<file path="config.mk">
export PLATFORM = sky130hd
export DESIGN_NAME = seg_digit_sequencer
export DESIGN_NICKNAME = d
export VERILOG_FILES = /design/src/rtl/seg_pkg.sv /design/src/rtl/seg_hex_decode.sv /design/src/rtl/seg_digit_sequencer.sv
export SDC_FILE = /design/constraint.sdc
export NUM_CORES = 1
export LEC_CHECK = 0
export ABC_CLOCK_PERIOD_IN_PS = 3700
export BUFFER_PORTS_ARGS = -buffer_cell sky130_fd_sc_hd__buf_4
export CAP_MARGIN = 20
export CELL_PAD_IN_SITES_DETAIL_PLACEMENT = 1
export CELL_PAD_IN_SITES_GLOBAL_PLACEMENT = 2
export CORE_ASPECT_RATIO = 0.7
export CORE_MARGIN = 3
export CORE_UTILIZATION = 38
export CTS_CLUSTER_DIAMETER = 80
export DETAILED_ROUTE_END_ITERATION = 12
export GPL_TIMING_DRIVEN = 0
export HOLD_SLACK_MARGIN = 0.06
export PLACE_DENSITY_LB_ADDON = 0.1
export REMOVE_ABC_BUFFERS = 1
export SLEW_MARGIN = 20
export SYNTH_ARGS = -nofsm -noshare
export SYNTH_HDL_FRONTEND = slang
export SYNTH_SLANG_ARGS = --single-unit
export TNS_END_PERCENT = 30
</file>
<file path="constraint.sdc">
create_clock -name clk -period 3.7 [get_ports clk]
set_input_delay 0.74 -clock clk [delete_from_list [all_inputs] [get_ports clk]]
set_output_delay 0.74 -clock clk [all_outputs]
set_load 0.01 [all_outputs]
</file>
<file path="src/rtl/seg_pkg.sv">
// Shared types and constants for the segment digit sequencer: active-low
// 7-segment code type and the hex decode table, bit order {g,f,e,d,c,b,a}.
package seg_pkg;

    typedef logic [6:0] seg7_t;

    localparam seg7_t SEG_BLANK_ZERO = 7'b1000000;

    localparam seg7_t SEG_DECODE [16] = '{
        7'b1000000, 7'b1111001, 7'b0100100, 7'b0110000,
        7'b0011001, 7'b0010010, 7'b0000010, 7'b1111000,
        7'b0000000, 7'b0010000, 7'b0001000, 7'b0000011,
        7'b1000110, 7'b0100001, 7'b0000110, 7'b0001110
    };

endpackage

</file>
<file path="src/rtl/seg_hex_decode.sv">
// Combinational hex nibble to active-low 7-segment code; zero latency.
module seg_hex_decode
    import seg_pkg::*;
(
    input  logic [3:0] i_nib,
    output seg7_t      o_seg
);

    assign o_seg = SEG_DECODE[i_nib];

endmodule

</file>
<file path="src/rtl/seg_digit_sequencer.sv">
// Sliding window of NUM_DISPLAYS digits over a writable NUM_DIGITS sequence; hex is
// registered (step event -> pos +1 cycle -> hex +2). SEG_SEQ_AUTO_STEP_EN adds the prescaled auto step.
module seg_digit_sequencer
    import seg_pkg::*;
#(
    parameter int NUM_DIGITS   = 5,
    parameter int NUM_DISPLAYS = 1,
    parameter int PRESCALE     = 50_000_000
) (
    input  logic                          clk,
    input  logic                          reset,
    input  logic                          i_step,
    input  logic                          i_dir,
    input  logic                          i_auto_mode,
    input  logic                          i_wr_en,
    input  logic [3:0]                    i_wr_addr,
    input  logic [3:0]                    i_wr_data,
    output logic [$clog2(NUM_DIGITS)-1:0] o_pos,
    output logic [7*NUM_DISPLAYS-1:0]     o_hex
);

    localparam int PW = $clog2(NUM_DIGITS);

    logic                    r_step_q;
    logic                    w_step_evt;
    logic                    w_tick;
    logic                    w_adv;
    logic [PW-1:0]           r_pos;
    logic [3:0]              r_digits [NUM_DIGITS];
    logic [7*NUM_DISPLAYS-1:0] w_seg_all;
    logic [7*NUM_DISPLAYS-1:0] r_hex;

    assign w_step_evt = i_step & ~r_step_q;

    always_ff @(posedge clk) begin
        if (reset) r_step_q <= 1'b0;
        else       r_step_q <= i_step;
    end

`ifdef SEG_SEQ_AUTO_STEP_EN
    localparam int CW = (PRESCALE > 1) ? $clog2(PRESCALE) : 1;

    logic [CW-1:0] r_presc;

    assign w_tick = i_auto_mode && (r_presc == CW'(PRESCALE - 1));

    always_ff @(posedge clk) begin
        if (reset || !i_auto_mode || w_tick) r_presc <= '0;
        else                                 r_presc <= r_presc + CW'(1);
    end
`else
    logic w_unused;

    assign w_unused = i_auto_mode | (PRESCALE == 0);
    assign w_tick   = 1'b0;
`endif

    // A manual event and an auto tick landing together still move one position.
    assign w_adv = w_step_evt | w_tick;

    always_ff @(posedge clk) begin
        if (reset) begin
            r_pos <= '0;
        end else if (w_adv) begin
            if (i_dir) r_pos <= (r_pos == PW'(NUM_DIGITS - 1)) ? '0 : r_pos + PW'(1);
            else       r_pos <= (r_pos == '0) ? PW'(NUM_DIGITS - 1) : r_pos - PW'(1);
        end
    end

    always_ff @(posedge clk) begin
        for (int i = 0; i < NUM_DIGITS; i++) begin
            if (reset)
                r_digits[i] <= 4'h0;
            else if (i_wr_en && i_wr_addr == 4'(i))
                r_digits[i] <= i_wr_data;
        end
    end

    for (genvar k = 0; k < NUM_DISPLAYS; k++) begin : g_disp
        logic [PW:0] w_sum;
        logic [PW:0] w_idx;
        logic [3:0]  w_nib;
        seg7_t       w_seg;

        assign w_sum = {1'b0, r_pos} + (PW+1)'(k);
        assign w_idx = (w_sum >= (PW+1)'(NUM_DIGITS)) ? w_sum - (PW+1)'(NUM_DIGITS) : w_sum;

        always_comb begin
            w_nib = 4'h0;
            for (int i = 0; i < NUM_DIGITS; i++) begin
                if (w_idx == (PW+1)'(i)) w_nib = r_digits[i];
            end
        end

        seg_hex_decode u_dec (
            .i_nib (w_nib),
            .o_seg (w_seg)
        );

        assign w_seg_all[7*k +: 7] = w_seg;
    end

    always_ff @(posedge clk) begin
        if (reset) r_hex <= {NUM_DISPLAYS{SEG_BLANK_ZERO}};
        else       r_hex <= w_seg_all;
    end

    assign o_pos = r_pos;
    assign o_hex = r_hex;

endmodule

</file>
==> results.json <==
{
  "antenna_cells": 0,
  "ir_drop_v": 0.000136,
  "route.vias.total": 1636,
  "cp_top_family": "compound AO/OA/AOI/OAI gates",
  "io_pins": 24,
  "fp.dieArea_um2": 6420,
  "drc": 0,
  "crit_type": "flop to flop",
  "tritoncts": "built",
  "cts_buffers": 5,
  "hold_viol_final": 0,
  "yosysSeqAreaShare_pct": 39.4,
  "initialDrtViolationCount": 108,
  "syn_to_final_growth_pct": 16.1,
  "root_buffer": "clkbuf_8",
  "synth_area_leaders": "edfxtp_1, dfxtp_1, ha_1",
  "skew_ns": 0.0102,
  "synth_top_area_share_pct": 28.8,
  "clk_pin_slew_ns": 0.08,
  "synthTopCellsByCount": "and2_1, edfxtp_1, nand2_1, nor2_1, ha_1",
  "clk_path_buf_depth": 2,
  "route.detailed.wl_per_inst_um": 18.4,
  "initial_utilization_pct": 41.5,
  "antenna_found_initial": 0,
  "overflow": 0,
  "routed_wl_mm": 5.40,
  "clk_latency_ns": 0.30,
  "synth_flop_cell": "edfxtp_1",
  "num_rows": 21,
  "final_layout_size_suffix_gt1_share_pct": 26.8,
  "finalCriticalPeriod_ns": 3.52,
  "yosys_warnings": 0,
  "power_density_nw_per_um2": 419,
  "synthCells": 200,
  "worstPathCellList": "inv_2 > ha_2 > inv_1 > ha_2 > or3_1 > a21oi_4 > a21oi_1 > a32oi_2 > inv_1 > ha_1 > nand2_1 > nor4_1 > a41o_1 > a311o_1",
  "grt_pass1_wl_mm": 8.76,
  "gp_congestion": 0.801,
  "max_freq_mhz": 284,
  "tightestPinTransition_ns": 0.579,
  "critical_path_buf_inv_count": 3,
  "synth_largest_area_cell": "edfxtp_1",
  "die_w_um": 94.5,
  "track_usage_pct": 18.4,
  "setup_viol": 0,
  "slowest_stage": "dfxtp_4",
  "core_area_um2": 5020,
  "fin_nets": 249,
  "cts_hold_buf": 0,
  "drv_slew": 0,
  "detail-route-antenna-nets": 0,
  "synth_edf_count": 20,
  "dp_hpwl_mm": 4.06,
  "firstDrtPassIters": 4,
  "syn-cell-area_um2": 2080,
  "fin_util_pct": 48.2,
  "endpoint_kind": "flop",
  "grt_max_degree": 20,
  "worstPathRequired_ns": 3.88,
  "htreeDepth": 2,
  "portBuffers": 22,
  "maxCapViolations": 0,
  "ys_ff_latch": 31,
  "cts_sinks": 31,
  "start_kind": "flop",
  "status": "completed",
  "synthArstFlopShare_pct": 0,
  "cp_data_arrival_time_ns": 3.70,
  "p_leak_nw": 0.932,
  "cpPeakStageDelay_ns": 0.43,
  "period_share_pct": 95.1,
  "yosysUniqueCellTypes": 63,
  "maxSlewHeadroom_pct": 61.3,
  "avgSynthCellArea_um2": 10.4,
  "grt_pass1_vias": 1654,
  "die_y_um": 68.0,
  "hp-class": "flop to flop",
  "via_per_inst": 5.58,
  "tns_ns": 0,
  "crit_fanout": 19
}
[worst reg2reg max path: stages (launching register included)]
cell and delay [ns]:
dfxtp_4 0.43, inv_2 0.18, ha_2 0.29, inv_1 0.06
ha_2 0.26, or3_1 0.38, a21oi_4 0.27, a21oi_1 0.14
a32oi_2 0.29, inv_1 0.16, ha_1 0.31, nand2_1 0.10
nor4_1 0.05, a41o_1 0.21, a311o_1 0.27
[metrics by stage]
step | power, W | hold slack [ns] | std cells | cell area (µm²) | worst slack, ns
6_report | 0.00101 | 0.636 | 293 | 2420 | 0.180
5_1_grt | 0.00107 | 0.674 | 293 | 2420 | -0.0160
4_1_cts | 0.00101 | 0.631 | 292 | 2390 | 0.0237
3_5_place_dp | 0.000722 | 0.622 | 284 | 2280 | -0.645
3_3_place_gp | 0.000707 | 0.606 | 284 | 2280 | -0.530
2_1_floorplan | 0.000618 | 0.586 | 193 | 2030 | 0.175
[logic make-up after synthesis]
logic type                 after synthesis  synth area share (%)
and+or+nand+nor                         79                  23.2
adders and majority gates               12                  7.21
muxes                                    7                  4.02
buffers and inverters                   21                  5.35
DFF                                     31                  39.4
AOI/OAI and AO/OA                       50                  20.8
[path summary, 6_finish.rpt]
check | start | end | slack (ns) | depth (start not counted)
worst min register to register | o_pos[1]$_SDFFE_PP0P_ | o_pos[1]$_SDFFE_PP0P_ | 0.64 | 2
worst min-delay path | o_pos[1]$_SDFFE_PP0P_ | o_pos[1]$_SDFFE_PP0P_ | 0.64 | 2
worst max register to register | o_pos[0]$_SDFFE_PP0P_ | o_hex[0]$_SDFF_PP0_ | 0.18 | 14
worst max-delay path | o_pos[0]$_SDFFE_PP0P_ | o_hex[0]$_SDFF_PP0_ | 0.18 | 14
[cell type report]
cell class	count	area [µm²]
Tap cell	69	86.3
Multi-Input combinational cell	148	1180
Fill cell	568	2600
Clock buffer	5	68.8
Sequential cell	31	826
Timing Repair Buffer	23	173
Inverter	14	57.6
Clock inverter	3	23.8
[power by group]
group          total (W)  switching (W)  internal [W]
clock network   0.000283       0.000149      0.000134
registers       0.000427      0.0000257      0.000402
logic           0.000302       0.000168      0.000135
[placed cells by master, fill, tap and decap left out, drive strengths merged, types with 2 or more instances in the layout]
cell | Yosys | final
or3 | 3 | 3
nand3 | 2 | 2
a311o | 3 | 3
a21oi | 12 | 12
o211ai | 2 | 2
nor2b | 2 | 2
a221o | 5 | 5
edfxtp | 20 | 20
clkinvlp | 0 | 2
a2111oi | 2 | 2
nor2 | 16 | 16
mux2i | 6 | 6
or3b | 2 | 2
nor3b | 2 | 2
o32ai | 2 | 2
buf | 5 | 23
dfxtp | 11 | 11
and3 | 2 | 2
clkbuf | 2 | 5
o31ai | 2 | 2
a221oi | 2 | 2
nor3 | 5 | 5
a22o | 2 | 2
inv | 13 | 14
and2 | 20 | 20
ha | 12 | 12
nand2 | 14 | 14
nor4 | 2 | 2
o311ai | 2 | 2
nand2b | 2 | 2
o21ai | 4 | 4
a31o | 3 | 3
[registers in the layout (all words and copies together) (netlist names)]
| register | count |
|---|---|
| r_step_q | 1 |
| r_digits | 20 |
| o_hex | 7 |
| o_pos | 3 |
[metal layers]
metal / wire (µm) / GRT usage, % / vias to the layer above
met1: 2750 / 25.9 / 798
met3: 193 / 4.29 / 4
met5: 0 / 0 / -
met2: 2410 / 28.4 / 34
met4: 38 / 5.40 / 0
li1: - / - / 800
[repair_timing]
action / 4_1_cts / 5_1_grt
pin swaps: 0 / 1
endpoints found under the hold margin: 0 / 0
gates resized for setup: 5 / 4
setup buffers: 0 / 1
setup endpoints to repair: 7 / 3
cloned: 0 / 0
(Power assumes the default switching activity.)
